File: config.mk
export PLATFORM = sky130hd
export DESIGN_NAME = divisor_buf
export DESIGN_NICKNAME = d
export VERILOG_FILES = /design/src/rtl/divisor_buf_pkg.sv /design/src/rtl/divisor_buf.sv
export SDC_FILE = /design/constraint.sdc
export NUM_CORES = 1
export LEC_CHECK = 0
export CAP_MARGIN = 20
export CORE_MARGIN = 3
export CORE_UTILIZATION = 49
export CTS_CLUSTER_DIAMETER = 150
export DETAILED_ROUTE_END_ITERATION = 8
export PLACE_DENSITY = 0.91
export SLEW_MARGIN = 10
export SYNTH_ARGS = -nofsm -noshare
export SYNTH_HDL_FRONTEND = slang
export SYNTH_SLANG_ARGS = --single-unit
File: constraint.sdc
create_clock -name clk -period 1.8 [get_ports clk]
set_input_delay 0.36 -clock clk [delete_from_list [all_inputs] [get_ports clk]]
set_output_delay 0.36 -clock clk [all_outputs]
set_load 0.02 [all_outputs]
File: src/rtl/divisor_buf_pkg.sv
// Shared constants for the UART baud-rate divisor holding register.
package divisor_buf_pkg;

    localparam int DIV_W = 16;

    localparam logic [1:0] ADDR_DBL = 2'b10;
    localparam logic [1:0] ADDR_DBH = 2'b11;

    localparam logic [DIV_W-1:0] RESET_DIV_C = 16'h0000;

endpackage : divisor_buf_pkg

File: src/rtl/divisor_buf.sv
// Byte-wide staging of the 16-bit baud divisor; the high-byte write commits atomically.
// Optional build macro DIVBUF_ZERO_GUARD_EN rejects commits of an all-zero divisor.
module divisor_buf
    import divisor_buf_pkg::*;
#(
    parameter logic [1:0]       LOW_ADDR  = ADDR_DBL,
    parameter logic [1:0]       HIGH_ADDR = ADDR_DBH,
    parameter logic [DIV_W-1:0] RESET_DIV = RESET_DIV_C
) (
    input  logic             clk,
    input  logic             rst,
    input  logic [1:0]       io_addr,
    input  logic             baud_write,
    input  logic [7:0]       data_in,
    output logic [DIV_W-1:0] div_buf,
    output logic             buf_rdy
);

    logic [DIV_W-1:0] div_buf_q, div_buf_d;
    logic             buf_rdy_q, buf_rdy_d;
    logic [7:0]       low_stage_q, low_stage_d;
    logic             low_seen_q, low_seen_d;
    logic [DIV_W-1:0] assembled;

    assign assembled = {data_in, low_stage_q};

    always_comb begin
        div_buf_d   = div_buf_q;
        buf_rdy_d   = buf_rdy_q;
        low_stage_d = low_stage_q;
        low_seen_d  = low_seen_q;

        if (baud_write) begin
            if (io_addr == LOW_ADDR) begin
                low_stage_d = data_in;
                low_seen_d  = 1'b1;
                buf_rdy_d   = 1'b0;
            end else if (io_addr == HIGH_ADDR) begin
                // A high write without a fresh low byte reuses whatever is staged.
                low_seen_d = 1'b0;
`ifdef DIVBUF_ZERO_GUARD_EN
                if (assembled == '0) begin
                    buf_rdy_d = 1'b0;
                end else begin
                    div_buf_d = assembled;
                    buf_rdy_d = 1'b1;
                end
`else
                div_buf_d = assembled;
                buf_rdy_d = 1'b1;
`endif
            end
        end
    end

    always_ff @(posedge clk) begin
        if (rst) begin
            div_buf_q   <= RESET_DIV;
            buf_rdy_q   <= 1'b0;
            low_stage_q <= 8'h00;
            low_seen_q  <= 1'b0;
        end else begin
            div_buf_q   <= div_buf_d;
            buf_rdy_q   <= buf_rdy_d;
            low_stage_q <= low_stage_d;
            low_seen_q  <= low_seen_d;
        end
    end

    assign div_buf = div_buf_q;
    assign buf_rdy = buf_rdy_q;

endmodule : divisor_buf

==> results by group <==
Logic synthesis
  • Yosys cell types: 10
  • Register bit total from synthesis: 25
  • Async S/R FF share, synth: 0%
  • Post-synth top area cell: dfxtp_1
  • Post-synthesis area per instance: 11.2 sq um
  • Syn_nets: ~100
  • Synth warn: 0
  • Ranking of synthesized cells by area: dfxtp_1 49%, mux2i_1 24%, nand2b_1 20%
  • Post-Syn Area: between 0.001 and 0.0015 sq mm
  • Compound-Gate Fraction of Synth Area: 1.48%
  • Mux cell area share after synthesis: 23.7%
  • Area share of the largest cell type after synthesis: ~49%
  • Top FF cell, synth: dfxtp_1
  • Synth Area in XOR/XNOR: 0%
  • Simple-gate share of the synthesized area: around 22%
  • Syn Inst Count: 91
  • Synth Area in Adders: 0%
  • Number of enable flip-flop cells after synthesis: 0
  • Largest family of logic cells by synthesized area: multiplexers
  • Share of the yosys chip area belonging to registers: 49.3%
  • Top-count cell post-synth: nand2b_1
  • Post-synth top cells: 32 x nand2b_1, 25 x dfxtp_1, 24 x mux2i_1, 3 x clkbuf_1, 2 x buf_6

Pwr
  • Power Density: 695 mW/mm^2
  • Leak Pwr: 0.520 nW
  • Maximum VDD drop: 0.682 mV

Min path
  • Hold Path Class: flip-flop to flip-flop
  • HP Start: div_buf[0]$_SDFFE_PP0P_
  • Worst Hold Path EP: div_buf[0]$_SDFFE_PP0P_
  • Min-Delay Path Depth: 2

Floorplan
  • Initial Util: a little under three fifths
  • Die W: 51.5 um
  • Io pins: 30
  • Die area: 0.00265 sq mm
  • Die Ht: slightly above 50 um
  • Core area: approximately 0.0018 sq mm
  • Num rows: 15

GRT
  • Initial antenna violation count: 0
  • Vias in the first global route: ~760
  • Largest net degree at the start of global routing: 34
  • First-pass GRT wire length: 3420 um
  • GRT overflow: 0
  • Total track usage: 17.1%

Worst setup path
  • Slowest-stage cell, CP: clkdlybuf4s50_1
  • Crit. End Element: output pin
  • Worst Path Max Fanout: 2
  • Stages on the worst setup path: 1
  • Worst path required time: around 1.4 ns
  • WP data arrival: 1.30 ns
  • CP Launch Type: flip-flop
  • Register-to-Register Path Depth: 2
  • CP Launch Point: div_buf[4]$_SDFFE_PP0P_
  • Max incr delay on CP: 0.61 ns
  • Reg2reg end: buf_rdy$_SDFFE_PP0P_
  • CP Cell Sequence: clkdlybuf4s50_1
  • FF-to-FF Start: buf_rdy$_SDFFE_PP0P_
  • Cell family with most CP delay: buffers and inverters
  • Buffers and inverters on the worst path: 1
  • R2R Setup Slk: 1.04 ns
  • Crit Path Class: flip-flop to output pin

Detailed routing
  • DRC errors left: 0
  • DRT iter0 DRCs: 8
  • TritonRoute pass-1 iters: 5
  • Vias per cell: between 4 and 5
  • Via Count: 733
  • Total Routed Length: 1960 um
  • Wirelength per Cell: 13.3 um
  • Routed Antenna Nets: 0

STA
  • Clk_skew: between 0.004 and 0.005 ns
  • Least-Margin Pin Slew: 0.288 ns
  • Normalized max-slew margin: between 80% and 90%
  • Max Freq: 0.601 GHz
  • Max Slew Vio Count: 0
  • Hold_ws: 0.479 ns
  • Setup TNS: 0 ns
  • Final Cycle Share: 92.4%
  • Final setup violation count: 0
  • Post-layout minimum cycle time: roughly 1.7 ns
  • Hold Vio Cnt, Final: 0
  • RSZ-0062 raised after global routing: false

Clocking
  • Postcts setup bufs: 0
  • Clk buf depth: 2
  • Clock Sinks: 25
  • CTS hold repair buffers: 0
  • Clk_lat worst skew: 0.31 ns
  • CTS root buffer: clkbuf_4
  • Worst-path clk slew: 0.14 ns
  • CTS tree: done
  • Num CTS Buffers: 3
  • H-tree depth: 1
  • Resized Gates After CTS: 0

Cells and area
  • Diode count: 0
  • Share of layout cells above drive strength 1: between 7 and 8%
  • FILL cells: 145
  • Area Overhead vs Synth: 33.5%
  • Utilization after layout: 73.7%
  • Final nets: 136

Run
  • Max-Cap Viols: 0

Placement
  • GPL Wtd Cong: 0.699
  • PortBufs: 29

Status
  • Status: finished clean
power by group:
group          total [mW]  leakage [nW]  switching (mW)  internal (mW)
registers           0.574         0.203         0.00578          0.568
clock network       0.249        0.0139           0.164         0.0846
logic               0.118         0.303          0.0495         0.0687
layout make-up:
type | count | area [sq um] | area share [%]
Sequential cell | 25 | 500 | 36.9
Multi-Input combinational cell | 61 | 480 | 35.5
Timing Repair Buffer | 32 | 313 | 23.1
Tap cell | 25 | 31.3 | 2.31
Clock buffer | 3 | 22.5 | 1.66
Clock inverter | 1 | 7.51 | 0.554
cells in the final DEF, fill, tap and decap left out:
master / Yosys / routed
nand2b_1: 32 / 32
clkdlybuf4s50_1: 0 / 29
dfxtp_1: 25 / 25
mux2i_1: 24 / 24
clkbuf_4: 0 / 3
buf_4: 0 / 3
and3_1: 1 / 1
and3b_1: 1 / 1
nand3_2: 1 / 1
a21bo_2: 1 / 1
a21oi_1: 1 / 1
clkinvlp_4: 0 / 1
layer usage:
| layer | routed length [um] | track usage, % |
|---|---|---|
| met5 | 0 | 0 |
| met4 | 12 | 5.24 |
| met3 | 110 | 3.15 |
| met2 | 937 | 28.0 |
| met1 | 898 | 22.7 |
kinds of logic after synthesis:
group                  Yosys count
buffers and inverters            5
AND/OR/NAND/NOR                 35
multiplexers                    24
flip-flops                      25
AO/OA/AOI/OAI                    2
metrics by stage:
step           std cells  power [mW]  setup slack [ns]  cell area, sq um
2_1_floorplan         91       0.650             0.868              1010
3_3_place_gp         143       0.702             0.285              1330
3_5_place_dp         143       0.705             0.211              1330
4_1_cts              147       0.951             0.128              1360
5_1_grt              147       0.993            0.0636              1360
6_report             147       0.941             0.136              1360
how the worst max path moves through the flow:
stage                                        to  slack (ns)
CTS                                  div_buf[4]        0.13
global placement    low_stage_q[6]$_SDFFE_PP0P_        0.28
global route                         div_buf[4]        0.06
detailed placement      div_buf[5]$_SDFFE_PP0P_        0.21
finish                               div_buf[4]        0.14
floorplan           low_stage_q[0]$_SDFFE_PP0P_        0.87
registers in the layout, indices dropped and copies added, names as in the netlist:
name,count
buf_rdy,1
div_buf,16
low_stage_q,8
Note: power is estimated with default switching activity, not from simulation.
